<file path="src/rtl/amo_bank_arbiter.sv">
// Round-robin arbiter sharing one AMO-capable SRAM bank port among NumIn requesters.
// Grants stall for one cycle after an AMO so the shim can write back; responses route to the granted port.
module amo_bank_arbiter #(
    parameter int unsigned NumIn        = 4,
    parameter int unsigned AddrMemWidth = 32,
    parameter int unsigned DataWidth    = 32
) (
    input  logic                                  clk_i,
    input  logic                                  rst_ni,
    input  logic [NumIn-1:0]                      req_i,
    output logic [NumIn-1:0]                      gnt_o,
    input  logic [NumIn-1:0][AddrMemWidth-1:0]    add_i,
    input  logic [NumIn-1:0][3:0]                 amo_i,
    input  logic [NumIn-1:0]                      wen_i,
    input  logic [NumIn-1:0][DataWidth-1:0]       wdata_i,
    input  logic [NumIn-1:0][DataWidth/8-1:0]     be_i,
    output logic [NumIn-1:0]                      vld_o,
    output logic [DataWidth-1:0]                  rdata_o,
    output logic                                  out_req_o,
    input  logic                                  out_gnt_i,
    output logic [AddrMemWidth-1:0]               out_add_o,
    output logic [3:0]                            out_amo_o,
    output logic                                  out_wen_o,
    output logic [DataWidth-1:0]                  out_wdata_o,
    output logic [DataWidth/8-1:0]                out_be_o,
    input  logic [DataWidth-1:0]                  out_rdata_i
);

    localparam int unsigned IdxW = (NumIn > 1) ? $clog2(NumIn) : 1;
    localparam logic [IdxW-1:0] LastIdx = IdxW'(NumIn - 1);

    typedef enum logic {
        Idle,
        AmoWait
    } state_e;

    state_e          state_q, state_d;
    logic [IdxW-1:0] rr_q;
    logic [IdxW-1:0] rr_next;
    logic            rsp_vld_q;
    logic [IdxW-1:0] rsp_idx_q;
    logic [IdxW-1:0] winner;
    logic [IdxW-1:0] cand;
    logic            found;
    logic            transfer;

    // First requester at or after the round-robin pointer, wrapping at NumIn.
    always_comb begin
        winner = '0;
        cand   = '0;
        found  = 1'b0;
        for (int unsigned i = 0; i < NumIn; i++) begin
            cand = IdxW'((32'(rr_q) + i) % NumIn);
            if (!found && req_i[cand]) begin
                found  = 1'b1;
                winner = cand;
            end
        end
    end

    assign out_req_o   = (state_q == Idle) && (|req_i);
    assign transfer    = out_req_o && out_gnt_i;
    assign out_add_o   = add_i[winner];
    assign out_amo_o   = amo_i[winner];
    assign out_wen_o   = wen_i[winner];
    assign out_wdata_o = wdata_i[winner];
    assign out_be_o    = be_i[winner];
    assign rr_next     = (winner == LastIdx) ? '0 : winner + 1'b1;
    assign rdata_o     = out_rdata_i;

    always_comb begin
        gnt_o = '0;
        if (transfer) begin
            gnt_o[winner] = 1'b1;
        end
    end

    always_comb begin
        vld_o            = '0;
        vld_o[rsp_idx_q] = rsp_vld_q;
    end

    // AmoWait is a single bubble cycle that always returns to Idle.
    always_comb begin
        state_d = state_q;
        case (state_q)
            Idle: begin
                if (transfer && (amo_i[winner] != 4'd0)) begin
                    state_d = AmoWait;
                end
            end
            AmoWait: state_d = Idle;
            default: state_d = Idle;
        endcase
    end

    always_ff @(posedge clk_i or negedge rst_ni) begin
        if (!rst_ni) begin
            state_q   <= Idle;
            rr_q      <= '0;
            rsp_vld_q <= 1'b0;
            rsp_idx_q <= '0;
        end else begin
            state_q   <= state_d;
            rsp_vld_q <= transfer;
            if (transfer) begin
                rr_q      <= rr_next;
                rsp_idx_q <= winner;
            end
        end
    end

endmodule

</file>
<file path="config.mk">
export PLATFORM = sky130hd
export DESIGN_NAME = amo_bank_arbiter
export DESIGN_NICKNAME = d
export VERILOG_FILES = /design/src/rtl/amo_bank_arbiter.sv
export SDC_FILE = /design/constraint.sdc
export NUM_CORES = 1
export LEC_CHECK = 0
export ABC_AREA = 1
export BUFFER_PORTS_ARGS = -buffer_cell sky130_fd_sc_hd__buf_2
export CAP_MARGIN = 25
export CORE_AREA = 2 2 173 175
export CTS_BUF_LIST = sky130_fd_sc_hd__clkbuf_2
export DETAILED_ROUTE_END_ITERATION = 8
export DIE_AREA = 0 0 175 177
export PLACE_DENSITY_LB_ADDON = 0.3
export SYNTH_ARGS = -nofsm -noshare
export SYNTH_HDL_FRONTEND = slang
export SYNTH_SLANG_ARGS = --single-unit
</file>
<file path="constraint.sdc">
create_clock -name clk_i -period 2.45 [get_ports clk_i]
set_input_delay 0.245 -clock clk_i [delete_from_list [all_inputs] [get_ports clk_i]]
set_output_delay 0.245 -clock clk_i [all_outputs]
set_load 0.05 [all_outputs]
</file>
Word level (Yosys, flattened, before mapping). Index checks and enable logic that the tools add are counted.

Output and inout bits: 114. Register bits: 6. Input port bits: 331. Logic and storage cells: 65.

Equality and inequality tests: 1. Order comparisons: 8. Add/sub/neg operators: 4. Bitwise logic cells: 2. Multiplexer cells: 33. Reduce and logical (&&, ||, !) cells: 13.

Operators with widths (number): $bmux W32 S2 (2); $mux W32 (2); $lt A2 B3 Y1 const B (6); $bmux W4 S2 (2); $mux W4 (3); $mux W1 (11); $bmux W1 S2 (5); $mux W2 (5); $logic_and A1 B1 Y1 (8); $add A2 B1 Y2 const B (2); $add A2 B2 Y2 const B (2); $and A4 B4 Y4 (1); $demux W1 S2 (2); $ge A2 B1 Y1 const B (2); $reduce_bool A4 Y1 (1); $reduce_or A4 Y1 (1); $logic_not A1 Y1 (3); $eq A2 B2 Y1 const B (1); $pmux W1 S2 (1); $not A1 Y1 (1).

Depth between registers and ports, before layout. Gate-level depths: netlist of run 1.

Depth in word-level cells: 18. Mapped depth: 18. Gate-level depth less buffers: 17.

Worst setup path after synthesis of run 1. No wires, ideal clock.

Path kind: reg2out. From: register rr_q[0]. To: output port gnt_o[3]. Cell stages (with the launch flop): 14. Setup slack: -0.171 ns. Arrival time: 2.376 ns. Cells stage by stage: dfrtp_1 -> buf_6 -> nand2_1 -> nand2_2 -> nand2_1 -> nand2_2 -> nor2_4 -> nand4_4 -> nand2_4 -> buf_6 -> buf_2 -> ha_1 -> inv_1 -> nor2_1.

Longest elaborated chain between the ends: 17.

RTL lines: start, declared (line 38) `logic [IdxW-1:0] rr_q;`; start signal, assigned (line 107) `rr_q <= rr_next;`; parallel branches: the longest is 11 deep, another holds $add A2 B1 Y2; $mux W2 * (line 54) `if (!found && req_i[cand]) begin`; net winner[0] (line 42) `logic [IdxW-1:0] winner;`; $lt A2 B3 Y1 (implied by the code) / $ge A2 B1 Y1 (equally long branches) (line 74) `gnt_o[winner] = 1'b1;`; $logic_and A1 B1 Y1 (implied by the code) (line 74); $mux W1 (implied by the code) (line 74); $demux W1 S2 * (line 74); $mux W4 * (line 73) `if (transfer) begin`; end, declared (line 11) `output logic [NumIn-1:0] gnt_o,`.

Mark *: on every way through the listed nets, which the timed path passes. The select of a mux whose other input is x is not followed.

Worst setup path in the final report of run 1.
From: register rr_q[0]. To: output port out_wdata_o[16].

Longest elaborated chain between the ends: 14.

RTL lines: parallel branches: the longest is 11 deep, another holds $add A2 B1 Y2; $mux W2 * (line 54); $bmux W32 S2 * (line 66) `assign out_wdata_o = wdata_i[winner];`; $mux W32 (implied by the code) * (line 66); end, declared (line 24) `output logic [DataWidth-1:0] out_wdata_o,`.

Mark *: on every way between the ends. The select of a mux whose other input is x is not followed.

==> metrics.cfg, run 1 <==
[sta]
min_period_ps = 2680
worst_slew_pin_slew_ps = 404
final_hold_viol_count = 0
finalSetupViolations = 77
slew_violations = 0
slew_headroom_pct = 73.0
rsz0062_at_grt = true
worst_slack_ps = -225
fin_crit_sh_pct = 109
whs_ps = 391
fmax_mhz = 374
fin_skew_ps = 8.83

[critical_path]
max_stage_delay_ps = 450
crit_slowest_cell = dfrtp_2
r2r_cells = 16
crit_fanout = 9
startpoint_type = flip-flop
arrival_ps = 2430
worstPathCellList = buf_6, o21ai_2, nand2_2, nand2_4, nor2_4, buf_4, nand3_1, nand3_1, nand2_4, buf_12, o21ai_1, o22ai_2, buf_12
worstSetupPathType = flip-flop to output port
required_ps = 2200
setup.worst_path.end_class = output port

[clock_network]
cts_root_buf = clkbuf_2
clk_pin_slew_ps = 60
htreeDepth = 1
clkLatencyLatePin_ps = 220
cts_tree = yes
clock-sinks = 6
cts_max_path_buffers = 2
cts_buffers = 3

[global_routing]
grt_start_max_net_pins = 49
antenna_found_initial = 2
track_usage_pct = 10.7
grt_first_pass_wirelength_mm = 26.7
overflow = 0
grt_pass1_vias = 5151

[synth]
synth_area_per_cell_um2 = 5.41
yosys_warnings = 0
synth-seq-cells = 6
synth_area_um2 = 3070
yosysUniqueCellTypes = 26
syn_nets = 902
ys_seq_area_share_pct = 4.90
netlist_instances = 567

[flow_run]
cap_violations = 0

[final_layout]
diodes = 0
area_delta_synth_final_pct = 137
mostFrequentLayoutCells = buf_2 (303), nor2_1 (134), buf_6 (89), o21ai_1 (77), o22ai_2 (69)
finalNetCount = 1291
post-route-util_pct = 24.8
final_common_cell = buf_2
final_cells = 1344
layout-drive-gt1-share_pct = 64.5

[routing]
vias = 5679
wl_per_cell_um = 17.2
drt-total-wl_mm = 23.1
postRouteAntennaNets = 0
dr.pass1.iters = 5
drc = 0
dr.first_iter.drc_count = 171
via_per_inst = 4.23

[die]
initial_core_util_pct = 10.5
die_y_um = 177
die_w_um = 175
ioPinCount = 445
die_area_um2 = 31000
core_area_um2 = 29200
row_count = 63

[status]
status = finished, violations left
violations = setup timing

[placement]
post-dp-hpwl_mm = 15.1
placement.io_buffers = 380
gp_congestion = 0.779
placed_cells = 1309

[worst_hold_path]
min_path_type = input port to async pin

-- critical path: cells and delay by family, from the launching register on --
kind / cells / cell delay (ps)
compound gates: 3 / 460
flops: 1 / 450
buf+inv: 4 / 640
simple gates: 6 / 620
-- layout make-up --
type / count / area (um^2)
Fill cell: 3293 / 22000
Multi-Input combinational cell: 457 / 2880
Sequential cell: 6 / 153
Inverter: 24 / 109
Timing Repair Buffer: 464 / 3620
Clock buffer: 3 / 15.0
Tap cell: 390 / 488
-- through the flow --
| step | setup WS [ps] | TNS [ps] | area, um^2 |
|---|---|---|---|
| 2_1_floorplan | 48.4 | 0 | 3510 |
| 3_3_place_gp | -89.3 | -330 | 5860 |
| 3_5_place_dp | -74.5 | -778 | 5860 |
| 4_1_cts | -260 | -12850 | 6350 |
| 5_1_grt | -345 | -23140 | 7270 |
| 6_report | -225 | -12670 | 7270 |
-- metal layers --
layer  GRT usage, %  wire, um  share of wire (%)  vias up
li1               -         -                  -     2713
met1           12.1      8920                 39     2571
met2           19.9     11600                 50      339
met3           1.93      1680                7.3       56
met4           3.75       901                3.9        0
met5              0         0                  0        -
-- sequential cells by signal (all words and copies together) (netlist names) --
signal	flops
state_q	1
rr_q	2
rsp_idx_q	2
rsp_vld_q	1
-- cell families (layout without fill, tap and decap cells) --
logic type               Yosys count  after routing  synth area share [%]
AND/OR/NAND/NOR                  239            239                  32.5
adder cells (fa/ha/maj)            4              4                  1.63
flip-flops                         6              6                  4.90
AO/OA/AOI/OAI                    214            214                  38.0
buffers and inverters            104            491                  22.9
-- synth_stat cells --
master    number  share of area [%]
o22ai_1       69                 14
nand2_4        2               0.73
nor2_2         2               0.41
nand2_1       52                6.4
nand4_4        1               0.69
o21ai_1       43                7.0
nand2_2        7                1.4
buf_2         22                3.6
clkbuf_1       3               0.37
o21ai_0       99                 16
inv_4          1               0.20
ha_1           4                1.6
a21oi_1        1               0.16
inv_2          3               0.37
nand3_2        1               0.33
dfrtp_1        6                4.9
o21ai_2        1               0.29
nor3_1         4               0.65
inv_1         20                2.4
o41ai_1        1               0.29
nor2_4         1               0.37
nor2_1       148                 18
nand3_1       21                3.4
buf_12         1               0.65
buf_4         37                9.1
buf_6         17                6.2
-- path summary, 6_finish.rpt --
path / slack, ps / end / startpoint
hold reg to reg: 550 / rsp_idx_q[1] / rsp_idx_q[1]
min in group clk_i: 490 / rdata_o[16] / out_rdata_i[16]
setup reg to reg: 70 / state_q / rr_q[0]
setup / recovery: -230 / out_wdata_o[16] / rr_q[0]
hold / removal: 390 / state_q / rst_ni
max in group asynchronous: 1900 / rr_q[0] / rst_ni
-- timing repair --
action / in CTS / in global routing
hold buffers: 1 / 0
gates resized for setup: 172 / 133
setup endpoints to repair: 77 / 78
cloned: 0 / 21
setup buffers: 1 / 9
hold endpoints to repair: 6 / 0
pin swaps: 0 / 28
Power of run 1 is not shown: default switching activity piles up to over one toggle a cycle in this logic, so the estimate is an artifact.
==> inputs of run 2 (changes only) <==
--- a/config.mk
+++ b/config.mk
@@ -10,9 +10,10 @@
 export CAP_MARGIN = 25
 export CORE_AREA = 2 2 173 175
 export CTS_BUF_LIST = sky130_fd_sc_hd__clkbuf_2
+export CTS_CLUSTER_SIZE = 28
 export DETAILED_ROUTE_END_ITERATION = 8
 export DIE_AREA = 0 0 175 177
-export PLACE_DENSITY_LB_ADDON = 0.3
+export PLACE_DENSITY = 0.32
 export SYNTH_ARGS = -nofsm -noshare
 export SYNTH_HDL_FRONTEND = slang
 export SYNTH_SLANG_ARGS = --single-unit
==> constraint.sdc (replaced) <==
create_clock -name clk_i -period 2.45 [get_ports clk_i]
set_input_delay 0.735 -clock clk_i [delete_from_list [all_inputs] [get_ports clk_i]]
set_output_delay 0.735 -clock clk_i [all_outputs]
set_load 0.05 [all_outputs]
==> run 2 against run 1 <==
  * Final area up 8.9%
  * Global-route usage up 2.6 points
  * Clock-buffer cell count unchanged
  * Flip-flop and latch count unchanged
  * The flow still finishes with violations (setup timing)
  * Sequential share of layout area down 0.19 points
  * Largest cell class is now multi-input gates
  * Clock skew up 5.5 ps
  * Fmax down 17%
  * Routed wire length down 5.1%
  * Critical path type is now input port to output port
==> metrics.cfg, run 2 (same netlist as run 1, synthesis figures left out) <==
[status]
status = finished, violations left
violations = setup timing

[sta]
timing.setup.tns_ps = -53220  ; -40550 ps
final_hold_viol_count = 0  ; unchanged
worst_slack_ps = -793  ; -567 ps
fin_skew_ps = 14.4  ; +5.54 ps
finalSetupViolations = 77  ; unchanged
fmax_mhz = 308  ; -17%
slew_headroom_pct = 74.8  ; +1.7 points
rsz0062_at_grt = true
fin_crit_sh_pct = 132  ; +23 points
min_period_ps = 3240  ; +567 ps
worst_slew_pin_slew_ps = 376  ; -27.8 ps
slew_violations = 0  ; unchanged

[critical_path]
reg2reg_to = state_q
arrival_ps = 2510  ; +80 ps
required_ps = 1710  ; -490 ps
rr_startpoint = rr_q[0]
reg2reg_slack_ps = 90  ; +20 ps
worstSetupPathType = input port to output port
r2r_cells = 18  ; +2
setup.worst_path.end_class = output port
startpoint_type = input port
crit_fanout = 9  ; unchanged

[routing]
vias = 5440  ; -4.2%
drt-total-wl_mm = 21.9  ; -5.1%
drc = 0  ; unchanged
wl_per_cell_um = 16.5  ; -4.2%
dr.pass1.iters = 4  ; -1
via_per_inst = 4.08  ; -3.3%
dr.first_iter.drc_count = 149  ; -13%
postRouteAntennaNets = 0  ; unchanged

[global_routing]
antenna_found_initial = 1  ; -1
track_usage_pct = 13.3  ; +2.6 points
grt_start_max_net_pins = 33  ; -33%
grt_first_pass_wirelength_mm = 32.4  ; +21%
overflow = 0  ; unchanged
grt_pass1_vias = 5799  ; +13%

[die]
core_area_um2 = 29200  ; unchanged
die_w_um = 175  ; unchanged
initial_core_util_pct = 10.5  ; unchanged
row_count = 63  ; unchanged
ioPinCount = 445  ; unchanged
die_area_um2 = 31000  ; unchanged
die_y_um = 177  ; unchanged

[final_layout]
layout-drive-gt1-share_pct = 70.3  ; +5.8 points
top_regs = rr_q x2, rsp_idx_q x2
mostFrequentLayoutCells = buf_2 (301), nor2_1 (136), buf_6 (79), o22ai_4 (69), o21ai_2 (68)
final_cells = 1332  ; -0.89%
final_common_cell = buf_2
diodes = 0  ; unchanged
finalNetCount = 1279  ; -0.93%
area_delta_synth_final_pct = 158
n_fill_cell = 3304  ; +0.33%

[placement]
post-dp-hpwl_mm = 17.5  ; +16%
placed_cells = 1318  ; +0.69%
placement.io_buffers = 380  ; unchanged
gp_congestion = 0.776  ; -0.45%

[clock_network]
cts_max_path_buffers = 2  ; unchanged
cts_buffers = 3  ; unchanged
cts_tree = yes
clock-sinks = 6  ; unchanged
cts_root_buf = clkbuf_2
clk_pin_slew_ps = 70  ; about the same
clkLatencyLatePin_ps = 220  ; about the same
htreeDepth = 1  ; unchanged

[flow_run]
cap_violations = 0  ; unchanged

[worst_hold_path]
min_path_type = input port to async pin

run 2: worst max path at each step:
stage	to	slack, ps	cells after the start	startpoint
detailed placement	out_be_o[3]	-970	15	req_i[0]
CTS	out_add_o[14]	-790	15	rr_q[0]
global placement	out_be_o[3]	-970	13	req_i[1]
floorplan	out_wdata_o[23]	-470	15	req_i[0]
finish	out_add_o[9]	-790	14	req_i[2]
global route	out_wdata_o[2]	-900	15	rr_q[0]
run 2: stage by stage:
step           worst slack (ps)  utilization (%)  hold slack, ps  area [um^2]
3_5_place_dp               -967             23.0             544         6720
5_1_grt                    -904             27.1             316         7910
6_report                   -793             27.1             320         7910
3_3_place_gp               -970             23.0             545         6720
2_1_floorplan              -473                -             439         4250
4_1_cts                    -790             26.3             315         7700
run 2: layout make-up:
type | instances | area (um^2) | share of cell area [%]
clock buffer | 3 | 15.0 | 0.190
timing repair buffer | 452 | 3430 | 43.4
tap | 390 | 488 | 6.17
sequential | 6 | 151 | 1.91
multi-input combinational | 457 | 3700 | 46.8
inverter | 24 | 121 | 1.53
run 2: repair_timing:
item / CTS / global route
gates cloned: 5 / 3
endpoints found under the setup margin: 78 / 79
hold buffers: 0 / 0
buffers inserted: 4 / 0
pin swaps: 6 / 1
resized for setup: 243 / 40
run 2: critical path, cell delays in order:
cell and delay [ps]:
buf_8 100, nand2_1 70, nand2_2 70, nand2_2 90, nand2_4 70, nor2_4 100, buf_4 130, nand4_4 100
nand2_8 130, inv_12 70, buf_16 160, o21ai_1 320, o22ai_4 120, buf_2 220
run 2: layer usage:
layer / part of all wire, % / track usage, % / vias to the layer above
met1: 39 / 15.8 / 2470
li1: - / - / 2687
met2: 52 / 24.6 / 257
met4: 2.0 / 2.64 / 0
met3: 7.2 / 2.62 / 26
met5: 0 / 0 / -
Power of run 2 is left out for the same reason.
==> inputs of run 3 (changes only) <==
--- a/config.mk
+++ b/config.mk
@@ -5,15 +5,15 @@
 export SDC_FILE = /design/constraint.sdc
 export NUM_CORES = 1
 export LEC_CHECK = 0
-export ABC_AREA = 1
 export BUFFER_PORTS_ARGS = -buffer_cell sky130_fd_sc_hd__buf_2
 export CAP_MARGIN = 25
-export CORE_AREA = 2 2 173 175
+export CORE_AREA = 2 2 171 173
 export CTS_BUF_LIST = sky130_fd_sc_hd__clkbuf_2
 export CTS_CLUSTER_SIZE = 28
 export DETAILED_ROUTE_END_ITERATION = 8
-export DIE_AREA = 0 0 175 177
+export DIE_AREA = 0 0 173 175
 export PLACE_DENSITY = 0.32
+export SKIP_LAST_GASP = 1
 export SYNTH_ARGS = -nofsm -noshare
 export SYNTH_HDL_FRONTEND = slang
 export SYNTH_SLANG_ARGS = --single-unit
==> run 3 against run 2 <==
  * The flow still finishes with violations (setup timing)
  * Setup slack gained 260 ps
  * Hold slack gained 21 ps
  * Fmax grew 8.9%
  * Final cell count grew 0.75%
  * Routed wire length grew 3.5%
  * Non-clock buffer count grew 22
  * First-iteration DRC count shrank 16%
  * Critical endpoint is now out_add_o[8]
==> metrics.cfg, run 3 <==
[die]
ioPinCount = 445  ; unchanged
core_area_um2 = 28400  ; -2.9%
initial_core_util_pct = 10.2  ; -0.26 points
die_area_um2 = 30300  ; -2.3%
die_y_um = 175  ; -1.1%
die_w_um = 173  ; -1.1%
row_count = 62  ; -1.6%

[critical_path]
crit_fanout = 6  ; -3
required_ps = 1710  ; about the same
worstSetupPathType = input port to output port
startpoint_type = input port
crit_path_end = out_add_o[8]
worstSetupStartpoint = req_i[2]
arrival_ps = 2240  ; -270 ps
rr_startpoint = rr_q[1]
reg2reg_slack_ps = 100  ; about the same
r2r_cells = 12  ; -6
reg2reg_to = state_q
setup.worst_path.end_class = output port

[flow_run]
cap_violations = 0  ; unchanged

[sta]
fmax_mhz = 336  ; +8.9%
worst_slew_pin_slew_ps = 280  ; -95.6 ps
whs_ps = 341  ; +20.9 ps
rsz0062_at_grt = true
min_period_ps = 2980  ; -264 ps
final_hold_viol_count = 0  ; unchanged
fin_skew_ps = 3.07  ; -11.3 ps
finalSetupViolations = 77  ; unchanged
slew_headroom_pct = 81.2  ; +6.5 points
worst_slack_ps = -528  ; +264 ps
fin_crit_sh_pct = 122  ; -11 points
slew_violations = 0  ; unchanged

[routing]
dr.max_layer_used = met4
drt-total-wl_mm = 22.7  ; +3.5%
vias = 5389  ; -0.94%
wl_met1_mm = 9.30  ; +8.1%
via_per_inst = 4.02  ; -1.7%
postRouteAntennaNets = 0  ; unchanged
wl_per_cell_um = 16.9  ; +2.7%
drc = 0  ; unchanged
dr.first_iter.drc_count = 125  ; -16%
met3_wirelength_mm = 1.33  ; -15%
wl_met2_mm = 11.7  ; +3.4%
dr.pass1.iters = 4  ; unchanged

[global_routing]
track_usage_pct = 13.5  ; +0.23 points
overflow = 0  ; unchanged
grt_first_pass_wirelength_mm = 31.7  ; -2.0%
grt_pass1_vias = 5471  ; -5.7%
antenna_found_initial = 1  ; unchanged
grt_start_max_net_pins = 33  ; unchanged

[placement]
post-dp-hpwl_mm = 16.9  ; -3.5%
gp_congestion = 0.757  ; -2.4%
dp_slack_ps = -675  ; +292 ps
placement.io_buffers = 380  ; unchanged

[synth]
post-synth-top-count-cell = nand2_1
synth_enable_flop_cells = 0  ; unchanged
synth-seq-cells = 6  ; unchanged
yosysUniqueCellTypes = 27  ; +3.8%
synth_top_area_cell = nand2_1
synth_mux_area_share_pct = 0.345  ; +0.34 points
yosys.area_share.simple_pct = 56.1  ; +24 points
ys_seq_area_share_pct = 5.17  ; +0.28 points
synth_top_family_by_area = simple AND/OR/NAND/NOR gates
synthTopCellsByArea = nand2_1 (38%), and3_1 (16%), a31oi_1 (15%)
synth_area_per_cell_um2 = 5.17  ; -4.3%
synth_xor_area_share_pct = 0  ; unchanged
async_reset_ff_share_pct = 100  ; unchanged
synthAdderAreaFrac_pct = 1.72  ; +0.092 points
ys.flop_type = dfrtp_1
yosys.area.top_type_share_pct = 37.9  ; +20 points
netlist_instances = 561  ; -1.1%
synth_commonest_cells = nand2_1 (293), and3_1 (75), a31oi_1 (69)
synth_area_um2 = 2900  ; -5.3%
syn_nets = 896  ; -0.67%
synth_compound_area_share_pct = 19.4  ; -19 points
yosys_warnings = 0  ; unchanged

[power_and_ir_drop]
finalPower_mw = 10.6
power_density_nw_per_um2 = 1320
p_leak_nw = 3.84
peakVddDrop_mv = 0.484

[final_layout]
finalNetCount = 1294  ; +1.2%
area_delta_synth_final_pct = 178
top_regs = rr_q x2, rsp_idx_q x2
n_fill_cell = 3213  ; -2.8%
final-seq-area_um2 = 151  ; unchanged
final_common_cell = buf_2
multiInputGateArea_um2 = 3600  ; -2.6%
mostFrequentLayoutCells = buf_2 (299), nand2_1 (279), buf_6 (85), a31oi_4 (62), and3_1 (44)
layout-drive-gt1-share_pct = 64.4  ; -5.9 points

[clock_network]
cts_buffers = 3  ; unchanged
cts_root_buf = clkbuf_2
clk_pin_slew_ps = 70  ; about the same
clock-sinks = 6  ; unchanged
cts_tree = yes
clkLatencyLatePin_ps = 220  ; about the same
htreeDepth = 1  ; unchanged
cts_max_path_buffers = 2  ; unchanged
cts_hold_buf = 0  ; unchanged

[status]
status = finished, violations left
violations = setup timing

[worst_hold_path]
min_path_type = input port to async pin

[run 3: cells by family (layout without fill, tap and decap cells)]
group,count (synthesis),after routing
AND/OR/NAND/NOR,378,378
buffers and inverters,84,480
AO/OA/AOI/OAI,88,88
flip-flops,6,6
adder cells (fa/ha/maj),4,4
multiplexers,1,1
other,0,1
[run 3: worst min path at each step]
stage	startpoint	endpoint	slack [ps]	cells past startpoint
after global placement	rsp_idx_q[1]	rsp_idx_q[1]	540	2
after CTS	rst_ni	rr_q[1]	330	1
after floorplan	rst_ni	rr_q[0]	440	0
final	rst_ni	rr_q[1]	340	1
after global routing	rst_ni	rsp_idx_q[0]	310	1
after detailed placement	rsp_idx_q[1]	rsp_idx_q[1]	540	2
[run 3: final cells by class]
| cell class | count | share of cell area [%] |
|---|---|---|
| antenna | 1 | 0.0310 |
| clock buffer | 3 | 0.186 |
| inverter | 3 | 0.496 |
| multi-input combinational | 471 | 44.7 |
| sequential | 6 | 1.88 |
| tap | 384 | 5.95 |
| timing repair buffer | 474 | 46.8 |
[run 3: repair_timing]
item	4_1_cts	5_1_grt
pin swaps	16	13
setup buffers	23	6
endpoints found under the setup margin	78	79
cloned	7	6
resized for setup	210	46
[run 3: metrics by stage]
stage	TNS, ps	instance area (um^2)	std cells	utilization [%]
after global placement	-47960	6610	1300	23.3
after CTS	-37730	7750	1332	27.3
after floorplan	-31350	4130	561	-
after detailed placement	-47740	6610	1300	23.3
after global routing	-41530	8070	1342	28.4
final	-36180	8070	1342	28.4
[run 3: worst max-delay path: stages]
cell	delay, ps
buf_8	80
nand2b_4	40
a21o_1	150
and3_4	210
clkinv_8	90
buf_8	140
buf_16	140
buf_8	120
nand2_4	40
and3_4	160
a31oi_4	150
buf_6	180
[run 3: routing by layer]
layer	GRT usage [%]	vias up
met3	2.74	26
met4	2.58	0
met5	0	-
met1	16.1	2471
met2	25.1	228
li1	-	2664
[run 3: report_power, final]
| group | internal (mW) | switching (mW) |
|---|---|---|
| Clock | 0.0334 | 0.0406 |
| Sequential | 0.137 | 0.0477 |
| Combinational | 4.50 | 5.89 |
| Total | 4.67 | 5.98 |
(Power assumes the default switching activity.)
